$ cat config.mk
export PLATFORM = sky130hd
export DESIGN_NAME = jt900h_muldiv_flat
export DESIGN_NICKNAME = d
export VERILOG_FILES = /design/src/rtl/jt900h_muldiv_pkg.sv /design/src/rtl/jt900h_muldiv_if.sv /design/src/rtl/jt900h_muldiv_step.sv /design/src/rtl/jt900h_muldiv.sv /design/src/flat_wrapper.sv
export SDC_FILE = /design/constraint.sdc
export NUM_CORES = 1
export LEC_CHECK = 0
export CORE_MARGIN = 2
export CORE_UTILIZATION = 57
export DETAILED_ROUTE_END_ITERATION = 8
export GPL_TIMING_DRIVEN = 0
export PLACE_DENSITY = 0.79
export SLEW_MARGIN = 20
export SYNTH_ARGS = -nofsm -noshare
export SYNTH_HDL_FRONTEND = slang
export SYNTH_SLANG_ARGS = --single-unit
$ cat constraint.sdc
create_clock -name clk -period 3.7 [get_ports clk]
set_input_delay 0.37 -clock clk [delete_from_list [all_inputs] [get_ports clk]]
set_output_delay 0.37 -clock clk [all_outputs]
set_load 0.01 [all_outputs]
$ cat src/rtl/jt900h_muldiv_pkg.sv
// Shared definitions for the TLCS-900H multiply/divide unit: operation
// encodings (also used by the instruction sequencer), FSM state type and
// small op-decode helpers.
package jt900h_muldiv_pkg;

  localparam logic [1:0] OP_MUL  = 2'b00;
  localparam logic [1:0] OP_MULS = 2'b01;
  localparam logic [1:0] OP_DIV  = 2'b10;
  localparam logic [1:0] OP_DIVS = 2'b11;

  typedef enum logic [2:0] {
    IDLE = 3'd0,
    PREP = 3'd1,
    ITER = 3'd2,
    FIX  = 3'd3,
    DONE = 3'd4
  } state_t;

  // Division ops share bit 1 of the encoding
  function automatic logic op_is_div(input logic [1:0] op);
    return (op == OP_DIV) || (op == OP_DIVS);
  endfunction

  // Signed ops share bit 0 of the encoding
  function automatic logic op_is_signed(input logic [1:0] op);
    return (op == OP_MULS) || (op == OP_DIVS);
  endfunction

endpackage

$ cat src/rtl/jt900h_muldiv_if.sv
// Sequencer <-> multiply/divide unit handshake.
//   start/op/a/b : request and operands (master -> slave)
//   busy/done    : progress and one-cycle completion pulse (slave -> master)
//   rslt/v       : result and overflow / divide-by-zero flag (slave -> master)
interface jt900h_muldiv_if #(
  parameter int unsigned W = 16
) ();

  logic           start;
  logic [1:0]     op;
  logic [2*W-1:0] a;
  logic [W-1:0]   b;
  logic           busy;
  logic           done;
  logic [2*W-1:0] rslt;
  logic           v;

  modport master (output start, op, a, b, input busy, done, rslt, v);
  modport slave  (input start, op, a, b, output busy, done, rslt, v);

endinterface

$ cat src/rtl/jt900h_muldiv_step.sv
// One radix-2 iteration on unsigned magnitudes.
//   acc  : partial accumulator {hi, lo}
//   opnd : multiplicand (multiply) or divisor (divide)
//   div  : 1 = restoring shift-subtract, 0 = shift-add
//   nxt  : next accumulator with the slot for qbit left at zero
//          (bit 0 for divide, bit 2W-1 for multiply)
//   qbit : quotient bit (divide) or add carry (multiply)
module jt900h_muldiv_step #(
  parameter int unsigned W = 16
) (
  input  logic [2*W-1:0] acc,
  input  logic [W-1:0]   opnd,
  input  logic           div,
  output logic [2*W-1:0] nxt,
  output logic           qbit
);

  logic [W:0]   sum;
  logic [W:0]   top;
  logic [W-1:0] diff;

  always_comb begin
    sum  = {1'b0, acc[2*W-1:W]} + {1'b0, (acc[0] ? opnd : W'(0))};
    // Partial remainder after the left shift needs W+1 bits
    top  = acc[2*W-1:W-1];
    // Only taken when top >= opnd, so the low W bits are exact
    diff = top[W-1:0] - opnd;
    nxt  = '0;
    qbit = 1'b0;
    if (div) begin
      qbit = (top >= {1'b0, opnd});
      nxt  = {(qbit ? diff : top[W-1:0]), acc[W-2:0], 1'b0};
    end else begin
      qbit = sum[W];
      nxt  = {1'b0, sum[W-1:0], acc[W-1:1]};
    end
  end

endmodule

$ cat src/rtl/jt900h_muldiv.sv
// Iterative multiply/divide unit (MUL, MULS, DIV, DIVS) for the TLCS-900H.
//   rst : asynchronous active-low reset
//   clk : clock
//   cen : clock enable, all state advances only when high
//   bus : slave side of the start/busy/done handshake (operands, rslt, v)
// Flow: IDLE -> PREP (magnitudes, early checks) -> ITER (W steps) ->
// FIX (signs, signed overflow) -> DONE (one-cycle done pulse) -> IDLE.
module jt900h_muldiv
  import jt900h_muldiv_pkg::*;
#(
  parameter int unsigned W         = 16,
  parameter bit          SIGNED_EN = 1'b1
) (
  input  logic           rst,
  input  logic           clk,
  input  logic           cen,
  jt900h_muldiv_if.slave bus
);

  localparam int unsigned W2 = 2 * W;
  localparam int unsigned CW = $clog2(W);
  localparam logic [W-1:0] QMIN = {1'b1, {(W-1){1'b0}}};

  state_t        st;
  logic [1:0]    op_q;
  logic [W2-1:0] a_q;
  logic [W-1:0]  b_q;
  logic [W2-1:0] acc;
  logic [W-1:0]  opnd;
  logic [CW-1:0] cnt;
  logic          sa, sb, ovf, big;
  logic          busy, done, v;
  logic [W2-1:0] rslt;

  logic          is_div, is_sgn;
  logic          sa_c, sb_c, neg_c, sovf_c, fix_ovf_c;
  logic [W-1:0]  am_c, bm_c, quo_c, rem_c;
  logic [W2-1:0] dm_c, prod_c;
  logic [W2-1:0] step_nxt;
  logic          step_bit;

  assign bus.busy = busy;
  assign bus.done = done;
  assign bus.rslt = rslt;
  assign bus.v    = v;

  assign is_div = op_is_div(op_q);
  assign is_sgn = SIGNED_EN && op_is_signed(op_q);

  // Operand signs and magnitudes from the latched request
  always_comb begin
    sa_c = is_sgn && (is_div ? a_q[W2-1] : a_q[W-1]);
    sb_c = is_sgn && b_q[W-1];
    am_c = sa_c ? -a_q[W-1:0] : a_q[W-1:0];
    dm_c = sa_c ? -a_q : a_q;
    bm_c = sb_c ? -b_q : b_q;
  end

  // Sign fix-up of the magnitude result and signed quotient range check
  always_comb begin
    neg_c     = sa ^ sb;
    prod_c    = neg_c ? -acc : acc;
    quo_c     = neg_c ? -acc[W-1:0] : acc[W-1:0];
    rem_c     = sa ? -acc[W2-1:W] : acc[W2-1:W];
    // big: magnitude quotient would not even fit in W bits
    sovf_c    = is_div && is_sgn &&
                (big || (neg_c ? (acc[W-1:0] > QMIN) : acc[W-1]));
    fix_ovf_c = ovf || sovf_c;
  end

  jt900h_muldiv_step #(.W(W)) u_step (
    .acc  (acc),
    .opnd (opnd),
    .div  (is_div),
    .nxt  (step_nxt),
    .qbit (step_bit)
  );

  // Control FSM and datapath registers
  always_ff @(posedge clk or negedge rst) begin
    if (!rst) begin
      st   <= IDLE;
      op_q <= '0;
      a_q  <= '0;
      b_q  <= '0;
      acc  <= '0;
      opnd <= '0;
      cnt  <= '0;
      sa   <= 1'b0;
      sb   <= 1'b0;
      ovf  <= 1'b0;
      big  <= 1'b0;
      busy <= 1'b0;
      done <= 1'b0;
      rslt <= '0;
      v    <= 1'b0;
    end else if (cen) begin
      case (st)
        IDLE: begin
          if (bus.start) begin
            op_q <= bus.op;
            a_q  <= bus.a;
            b_q  <= bus.b;
            busy <= 1'b1;
            st   <= PREP;
          end
        end
        PREP: begin
          sa  <= sa_c;
          sb  <= sb_c;
          big <= is_div && (dm_c[W2-1:W] >= bm_c);
          if (is_div) begin
            acc  <= dm_c;
            opnd <= bm_c;
          end else begin
            // Multiplier in the low half is consumed LSB-first
            acc  <= {W'(0), bm_c};
            opnd <= am_c;
          end
          if (is_div && ((b_q == '0) || (!is_sgn && (a_q[W2-1:W] >= b_q)))) begin
            ovf <= 1'b1;
            st  <= FIX;
          end else begin
            ovf <= 1'b0;
            cnt <= CW'(W - 1);
            st  <= ITER;
          end
        end
        ITER: begin
          acc <= is_div ? {step_nxt[W2-1:1], step_bit}
                        : {step_bit, step_nxt[W2-2:0]};
          cnt <= cnt - CW'(1);
          if (cnt == '0) st <= FIX;
        end
        FIX: begin
          v    <= fix_ovf_c;
          rslt <= fix_ovf_c ? a_q : (is_div ? {rem_c, quo_c} : prod_c);
          busy <= 1'b0;
          done <= 1'b1;
          st   <= DONE;
        end
        DONE: begin
          done <= 1'b0;
          st   <= IDLE;
        end
        default: st <= IDLE;
      endcase
    end
  end

endmodule
$ cat src/flat_wrapper.sv
// flat-port wrapper written by rule: the top's interface ports become plain ports
module jt900h_muldiv_flat import jt900h_muldiv_pkg::*;
#(
  parameter int unsigned W         = 16,
  parameter bit          SIGNED_EN = 1'b1
)
  (rst, clk, cen, bus_start, bus_op, bus_a, bus_b, bus_busy, bus_done, bus_rslt, bus_v);
  jt900h_muldiv_if #(.W(W)) bus_i ();
  input  logic rst;
  input  logic clk;
  input  logic cen;
  input wire logic [$bits(bus_i.start)-1:0] bus_start;
  input wire logic [$bits(bus_i.op)-1:0] bus_op;
  input wire logic [$bits(bus_i.a)-1:0] bus_a;
  input wire logic [$bits(bus_i.b)-1:0] bus_b;
  output wire logic [$bits(bus_i.busy)-1:0] bus_busy;
  output wire logic [$bits(bus_i.done)-1:0] bus_done;
  output wire logic [$bits(bus_i.rslt)-1:0] bus_rslt;
  output wire logic [$bits(bus_i.v)-1:0] bus_v;
  assign bus_i.start = bus_start;
  assign bus_i.op = bus_op;
  assign bus_i.a = bus_a;
  assign bus_i.b = bus_b;
  assign bus_busy = bus_i.busy;
  assign bus_done = bus_i.done;
  assign bus_rslt = bus_i.rslt;
  assign bus_v = bus_i.v;
  jt900h_muldiv #(.W(W), .SIGNED_EN(SIGNED_EN)) u_core (.rst(rst), .clk(clk), .cen(cen), .bus(bus_i));
endmodule
==> flow_metrics.tcl, run 1 <==
set metrics [dict create \
    critPathMaxFanout 10 \
    synth_seq_cells 144 \
    synth_flop_cell "dfrtp_1" \
    hp-class "primary input to asynchronous set/reset pin" \
    h-tree-depth 4 \
    drv_slew 0 \
    dr.first_iter.drc_count 1106 \
    crit_type "flop to flop" \
    antenna_found_initial 1 \
    dpl.cell_count 1556 \
    fp.dieH_um 140.9 \
    crit_family "compound AO/OA/AOI/OAI gates" \
    io_pins 89 \
    period_needed_ns 3.603 \
    async_flop_share_pct 100.0 \
    worst_pin_slew_ns 0.9021 \
    crit_arrival_ns 3.91 \
    ant_nets 0 \
    layout-drive-gt1-share_pct 10.09 \
    cts-root-buf "clkbuf_16" \
    cts_tree "yes" \
    clock_skew_ns 0.01223 \
    synthDominantCellAreaShare_pct 33.74 \
    area_delta_synth_final_pct 18.09 \
    final_common_cell "dfrtp_1" \
    numCtsBuffers 17 \
    rows 50 \
    finalCritPeriodShare_pct 97.37 \
    cp_cell_sequence "mux2_2, and2_2, clkbuf_2, o41ai_1, xnor2_1, ha_1, a21o_1, a21o_1, a21oi_1, o21ai_0, a21o_1, a2111oi_1, o2bb2ai_1" \
    cp_slowest_cell "dfrtp_2" \
    layout_common_cells "dfrtp_1, nand2_1, nor2_1" \
    syn_nets 1358 \
    portBuffers 88 \
    synthCells 1233 \
    hold_violations 0 \
    setup_viol 0 \
    start_kind "flop" \
    grt_use_total_pct 36.84 \
    finalWeightedCongestion 0.9935 \
    cp.required_ns 4.01 \
    max_stage_delay_ns 0.48 \
    fmax_mhz 277.6 \
    cp_common_cell "a21o_1" \
    drv_cap 0 \
    crit_path_end_kind "flop" \
    ys_seq_area_share_pct 33.74 \
    rsz0062_at_grt "true" \
    start_util_pct 57.68 \
    antenna_cells 0 \
    grt_pass1_wl_um 55830 \
    wire_per_inst_um 22.62 \
    die_x_um 140.9 \
    core_um2 18520 \
    yosysWarningCount 0 \
    drt_pass1_iterations 6 \
    max_slew_margin_pct 39.43 \
    crit_buf_inv 1 \
    die_area_um2 19850 \
    ys_top_cells_by_area "dfrtp_1, ha_1, mux2_2, xnor2_1, nand2_1" \
    vias 10430 \
    synth_edf_count 0 \
    dpl.hpwl_um 27820 \
    grt_start_max_net_pins 81 \
    final_cells 1592 \
    synth_cell_types 74 \
    netlist_area_um2 10680 \
    grt_overflow_total 0 \
    clk_pin_slew_worst_paths_ns 0.06 \
    vias_per_cell 6.553 \
    cts.sink_count 144 \
    syn-mean-instance-area_um2 8.663 \
    wl_um 36010 \
    netlist.top_cell.by_area "dfrtp_1" \
    finalNetCount 1470 \
    clockBufferDepth 2 \
    status "completed" \
    insertion_delay_ns 0.44 \
    grt_pass1_vias 9926 \
    post-route-drc-count 0 \
]
==> state kept, by name (all words and copies together) (netlist names) <==
register / count
u_core.cnt: 4
u_core.st: 3
u_core.sb: 1
u_core.bus.v: 1
u_core.op_q: 2
u_core.bus.rslt: 32
u_core.sa: 1
u_core.ovf: 1
u_core.opnd: 16
u_core.bus.done: 1
u_core.b_q: 16
u_core.bus.busy: 1
u_core.a_q: 32
u_core.acc: 32
u_core.big: 1
==> layer usage <==
metal / share of wire (%) / global-route usage, %
met1: 41 / 49.86
met2: 44 / 55.58
met3: 11 / 10.39
met4: 4.3 / 15.89
met5: 0 / 0
==> repair_timing <==
item                       CTS  global route
resized for setup            5            19
setup buffers                1             4
setup endpoints to repair    3            14
pin swaps                    1             2
hold endpoints to repair    64             0
hold buffers                 1             0
==> through the flow <==
stage | worst slack [ns] | instance area, um2 | TNS [ns] | hold WS [ns] | util, %
2_1_floorplan | 0.4335 | 10680 | 0 | 0.07441 | -
3_3_place_gp | -3.679 | 11860 | -528.70 | 0.4612 | 64.02
3_5_place_dp | -0.4433 | 11890 | -0.4710 | 0.3505 | 64.20
4_1_cts | 0.03537 | 12520 | 0 | 0.4776 | 67.61
5_1_grt | -0.02555 | 12610 | -0.04028 | 0.4997 | 68.11
6_report | 0.09726 | 12610 | 0 | 0.4628 | 68.11
==> final cells by class <==
cell class / instances / area (um2)
multi-input cells: 968 / 6688
repair buffers: 95 / 960.9
fillers: 1497 / 5904
well taps: 234 / 292.8
flip-flops and latches: 144 / 3611
clock buffers: 20 / 446.7
plain buffers: 59 / 230.2
clock inverters: 12 / 158.9
inverters: 60 / 225.2
==> kinds of logic after synthesis <==
group	after synthesis	share of synthesized area, %
XOR/XNOR	94	7.708
multiplexers	72	7.731
AO/OA/AOI/OAI	361	22.19
adder cells (fa/ha/maj)	71	8.457
flip-flops	144	33.74
AND/OR/NAND/NOR	370	15.90
buffers and inverters	121	4.287
==> cell usage after synthesis, types with 11 or more instances <==
cell / n
a211oi_1: 15
or3_1: 12
xnor2_1: 61
o31ai_1: 16
mux2_2: 54
and3_1: 11
a21o_1: 18
o41ai_1: 11
o21a_1: 13
o21ai_0: 95
nand2_1: 128
dfrtp_1: 144
a21oi_1: 87
nor2_1: 118
inv_1: 58
mux2i_1: 15
nor3_1: 16
ha_1: 69
nand3_1: 25
xor2_1: 33
a31oi_1: 12
o211ai_1: 23
clkbuf_1: 52
==> path summary, 6_finish.rpt <==
check / from / to / slack, ns / depth (start not counted)
min: rst / u_core.opnd[10] / 0.46 / 2
min reg2reg: u_core.bus.rslt[31] / u_core.bus.rslt[31] / 0.48 / 2
max reg2reg: u_core.a_q[31] / u_core.big / 0.1 / 13
min in group clk: u_core.bus.rslt[31] / u_core.bus.rslt[31] / 0.48 / 2
max in group asynchronous: rst / u_core.a_q[12] / 2.44 / 3
max: u_core.a_q[31] / u_core.big / 0.1 / 13
Power of run 1 is left out: the tool's default activity adds up to more than one toggle a clock period on the data nets, which glitch-free logic cannot reach.
==> run 2: changes to the inputs <==
--- a/config.mk
+++ b/config.mk
@@ -8,6 +8,7 @@
 export CORE_MARGIN = 2
 export CORE_UTILIZATION = 57
 export DETAILED_ROUTE_END_ITERATION = 8
+export GPL_ROUTABILITY_DRIVEN = 1
 export GPL_TIMING_DRIVEN = 0
 export PLACE_DENSITY = 0.79
 export SLEW_MARGIN = 20
==> results of run 2 <==
No change in the layout: final DEF, timing and power equal those of run 1.
Power of run 2 is left out for the same reason.
==> edit 1, RTL diff (flow settings as in run 1) <==
`SIGNED_EN` is set to 1'b1 in 2 places; all go to 1'b0.
--- a/src/rtl/jt900h_muldiv.sv
+++ b/src/rtl/jt900h_muldiv.sv
@@ -11,3 +11,3 @@
   parameter int unsigned W         = 16,
-  parameter bit          SIGNED_EN = 1'b1
+  parameter bit          SIGNED_EN = 1'b0
 ) (
--- a/src/flat_wrapper.sv
+++ b/src/flat_wrapper.sv
@@ -4,3 +4,3 @@
   parameter int unsigned W         = 16,
-  parameter bit          SIGNED_EN = 1'b1
+  parameter bit          SIGNED_EN = 1'b0
 )
Formal check against the unedited RTL: not equivalent (a bounded check fails within 4 cycles, from zero or initial values and one cycle with rst low).
==> edit 1 against run 1 <==
  * Core utilization grew 2.3 points
  * Final area decreased by 19%
  * Sequential cell count down 4
  * Global-route usage decreased by 4.6 points
  * Via count down 30%
  * Setup slack improved by 0.11 ns
  * Count of clock-buffer cells in the layout decreased by 1
  * Synthesized area decreased by 21%
  * Synthesized cell count is 31% lower
  * Routed wire length down 31%
  * Critical path type unchanged
  * Critical endpoint is now u_core.acc[29]
==> edit 1: results (changes against run 1) <==
status = finished clean (unchanged)
Synth Area in XOR/XNOR = 2.685% (was 7.708%)
seq pwr = 3.17 mW
Synthesized Nets = 951 (was 1358)
asr flop ratio synth = 100.0% (unchanged)
Avg Vias per Cell = 6.334 (was 6.553)
clock latency on the worst-skew pair = 0.43 ns
Via Count = 7291 (was 10430)
Post-DP HPWL = 18.12 mm (was 27.82 mm)
PortBufs = 87 (was 88)
DRT Pass-1 Iters = 6 (unchanged)
post-synthesis compound-gate area fraction = 14.81% (was 22.19%)
Initial DRC Count = 797 (was 1106)
clock skew = 0.007960 ns (was 0.01223 ns)
layout cells sized above 1 = 12.31% (was 10.09%)
Synth top cells by count = dfrtp_1 (140), nand2_1 (109), a21oi_1 (57), mux2i_1 (55), mux2_2 (51) (was dfrtp_1 (144), nand2_1 (128), nor2_1 (118), o21ai_0 (95), a21oi_1 (87))
leakage = 4.631 nW
mux contribution to synthesized area = 17.65% (was 7.731%)
GRT Overall Usage = 32.19% (was 36.84%)
Placed Cells = 1118 (was 1556)
final WL = 24.99 mm (was 36.01 mm)
vias in the first global route = 7168 (was 9926)
syn avg cell area = 10.02 um2 (was 8.663 um2)
worst setup path start = u_core.acc[0] (was u_core.a_q[31])
CP arrival = 3.86 ns (was 3.91 ns)
Placer Congestion = 0.9859 (was 0.9935)
worst r2r dst = u_core.acc[29] (was u_core.big)
crit path to = u_core.acc[29] (was u_core.big)
first-pass GRT wire length = 39.50 mm (was 55.83 mm)
htree depth = 4 (unchanged)
count of different cell masters after synthesis = 65 (was 74)
Post-Synth Adder-Cell Area = 7.701% (was 8.457%)
sequential area share after synthesis = 41.31% (was 33.74%)
Max stage delay on crit path = 0.51 ns (was 0.48 ns)
Peak supply drop = 0.0005191 V
Worst Setup Slack, final = 0.2056 ns (was 0.09726 ns)
largest net degree at the start of global routing = 75 (was 81)
DP Area = 9614 um2 (was 11890 um2)
Slowest-stage cell, CP = dfrtp_1 (was dfrtp_2)
final hold slack = 0.4799 ns (was 0.4628 ns)
Root Driver = clkbuf_16 (unchanged)
dpl ws = 0.2249 ns (was -0.4433 ns)
Least-Margin Pin Slew = 0.9500 ns (was 0.9021 ns)
initial antenna violation count = 0 (was 1)
top cells by area, synth = dfrtp_1 (41%), ha_1 (7.2%), mux2_2 (6.8%) (was dfrtp_1 (34%), ha_1 (8.1%), mux2_2 (5.7%))
Comb. pwr = 5.63 mW
postcts setup bufs = 0 (was 1)
R2R Setup Slk = 0.21 ns (was 0.1 ns)
edit 1: per-layer routing:
metal	GRT usage, %	vias to the layer above	wire, um
li1	-	3261	-
met1	43.49	3573	10180
met2	50.70	407	11770
met3	8.836	50	2373
met4	10.73	0	658
met5	0	-	0
edit 1: what timing repair did:
item | 4_1_cts | 5_1_grt
endpoints found under the setup margin | 0 | 2
hold endpoints to repair | 66 | 0
resized for setup | 0 | 1
hold buffers | 1 | 0
edit 1: cell type report:
class | count | area, um2
Tap cell | 184 | 230.2
Multi-Input combinational cell | 618 | 4632
Timing Repair Buffer | 89 | 913.4
Clock buffer | 19 | 452.9
Fill cell | 1140 | 4302
Inverter | 44 | 165.2
Clock inverter | 13 | 151.4
Sequential cell | 140 | 3503
Buffer | 44 | 183.9
edit 1: kinds of logic (layout without fill, tap and decap cells):
kind of cell	Yosys count	after routing
and+or+nand+nor	221	221
AOI/OAI and AO/OA	197	197
DFF	140	140
muxes	123	123
buffers and inverters	88	209
adders and majority gates	51	51
xor gates and xnor gates	26	26
==> edit 2, RTL diff (config.mk and constraints of run 1) <==
Without the edit above. Make the reset (`rst`) synchronous in one clocked block. Comments in the files are not updated.
--- a/src/rtl/jt900h_muldiv.sv
+++ b/src/rtl/jt900h_muldiv.sv
@@ -79,3 +79,3 @@
   // Control FSM and datapath registers
-  always_ff @(posedge clk or negedge rst) begin
+  always_ff @(posedge clk) begin
     if (!rst) begin
Function: differs if rst is asserted again (counterexample within 4 cycles, from zero or initial values and one cycle with rst low); with rst held inactive, the same outputs for 4 cycles.
==> edit 2 against run 1 <==
  * Final area fell by 1.5%
  * Synthesized area fell by 0.25%
  * Core utilization fell by 0.99 points
  * Sequential cell count did not move
  * Routed wire length rose by 5.2%
  * Maximum frequency rose by 0.68%
  * Setup slack improved by 0.025 ns
  * Count of clock-buffer cells in the layout fell by 3
  * First-iteration DRC count rose by 22%
Power is left out: it rests on default switching activity, and per cell area and clock period it moved more than threefold.
==> edit 2: results (changes against run 1) <==
Post-DP HPWL = 29.66 mm (was 27.82 mm)
largest net degree at the start of global routing = 20 (was 81)
sequential area share after synthesis = 27.05% (was 33.74%)
clock-pin slew on the worst setup and hold paths = 0.07 ns
Root Driver = clkbuf_16 (unchanged)
biggest regs = u_core.a_q (32), u_core.acc (32), u_core.bus.rslt (32) (unchanged)
mux contribution to synthesized area = 1.421% (was 7.731%)
initial antenna violation count = 0 (was 1)
number of synthesis warnings = 0 (unchanged)
vias in the first global route = 10350 (was 9926)
GRT Overall Usage = 37.42% (was 36.84%)
final WL = 37.86 mm (was 36.01 mm)
Final nets = 1669 (was 1470)
top cells by area, synth = dfxtp_1 (27%), nand2_1 (8.4%), ha_1 (8.1%) (was dfrtp_1 (34%), ha_1 (8.1%), mux2_2 (5.7%))
DP Area = 11830 um2 (was 11890 um2)
ANT cells = 0 (unchanged)
setup TNS = 0 ns (unchanged)
count of different cell masters after synthesis = 71 (was 74)
Clock Sink Count = 144 (unchanged)
post-synthesis compound-gate area fraction = 27.70% (was 22.19%)
Post-Syn Instances = 1439 (was 1233)
CP arrival = 3.90 ns (was 3.91 ns)
Max stage delay on crit path = 0.56 ns (was 0.48 ns)
first-pass GRT wire length = 57.67 mm (was 55.83 mm)
CP Max Fanout = 5 (was 10)
max_slew headroom = 25.42% (was 39.43%)
status = finished clean (unchanged)
CTS-repair resized insts = 2 (was 5)
Synthesized Nets = 1564 (was 1358)
Synth Area in XOR/XNOR = 7.727% (was 7.708%)
clock skew = 0.007917 ns (was 0.01223 ns)
Post-Synth Adder-Cell Area = 8.478% (was 8.457%)
layout cells sized above 1 = 4.817% (was 10.09%)
Initial DRC Count = 1353 (was 1106)
largest family of logic cells by synthesized area = compound AO/OA/AOI/OAI gates (unchanged)
worst min path class = register to register (was input pin to async pin)
htree depth = 4 (unchanged)
asr flop ratio synth = 0% (was 100.0%)
postcts setup bufs = 0 (was 1)
Placed Cells = 1761 (was 1556)
clock buffer depth = 2 (unchanged)
DRT Pass-1 Iters = 6 (unchanged)
PortBufs = 88 (unchanged)
Top FF cell, synth = dfxtp_1 (was dfrtp_1)
Slowest-stage cell, CP = xnor2_1 (was dfrtp_2)
Avg Vias per Cell = 6.434 (was 6.553)
Synth top cells by count = nand2_1 (238), dfxtp_1 (144), nor2_1 (117), a21oi_1 (105), clkbuf_1 (78) (was dfrtp_1 (144), nand2_1 (128), nor2_1 (118), o21ai_0 (95), a21oi_1 (87))
Num CTS Buffers = 17 (unchanged)
Via Count = 11520 (was 10430)
clock latency on the worst-skew pair = 0.43 ns
Placer Congestion = 1.049 (was 0.9935)
dpl ws = -0.04399 ns (was -0.4433 ns)
edit 2: area by class of cell:
type                       instances  area, um2
sequential                       144       2884
multi-input combinational       1142       7243
inverter                          60      225.2
clock buffer                      17      425.4
fill                            1651       6088
tap                              234      292.8
timing repair buffer              88      880.8
clock inverter                    15      125.1
buffer                            91      352.8
edit 2: per-layer routing:
| layer | vias to the layer above | share of wire (%) | track usage [%] | routed length, um |
|---|---|---|---|---|
| met3 | 150 | 10 | 8.084 | 3864 |
| met4 | 0 | 5.5 | 18.26 | 2073 |
| met5 | - | 0 | 0 | 0 |
| met2 | 712 | 44 | 59.31 | 16710 |
| met1 | 5316 | 40 | 48.52 | 15220 |
| li1 | 5345 | - | - | - |
edit 2: path summary, 6_finish.rpt:
path / startpoint / to / slack, ns / cells after the start
setup / recovery: u_core.b_q[2] / u_core.big / 0.12 / 12
hold / removal: u_core.opnd[8] / u_core.opnd[8] / 0.45 / 2
setup reg to reg: u_core.b_q[2] / u_core.big / 0.12 / 12
hold reg to reg: u_core.opnd[8] / u_core.opnd[8] / 0.45 / 2
edit 2: logic make-up (layout without fill, tap and decap cells):
logic type                 Yosys count  after routing
DFF                                144            144
and+or+nand+nor                    524            524
AOI/OAI and AO/OA                  440            440
muxes                               13             13
buffers and inverters              153            271
adders and majority gates           71             71
xor gates and xnor gates            94             94
edit 2: worst max-delay path: cells and delay by family, from the launching register on:
kind / cells / cell delay, ns
simple gates: 5 / 1.36
flops: 1 / 0.36
fa+ha+maj: 1 / 0.36
xor+xnor: 1 / 0.56
compound gates: 5 / 0.82
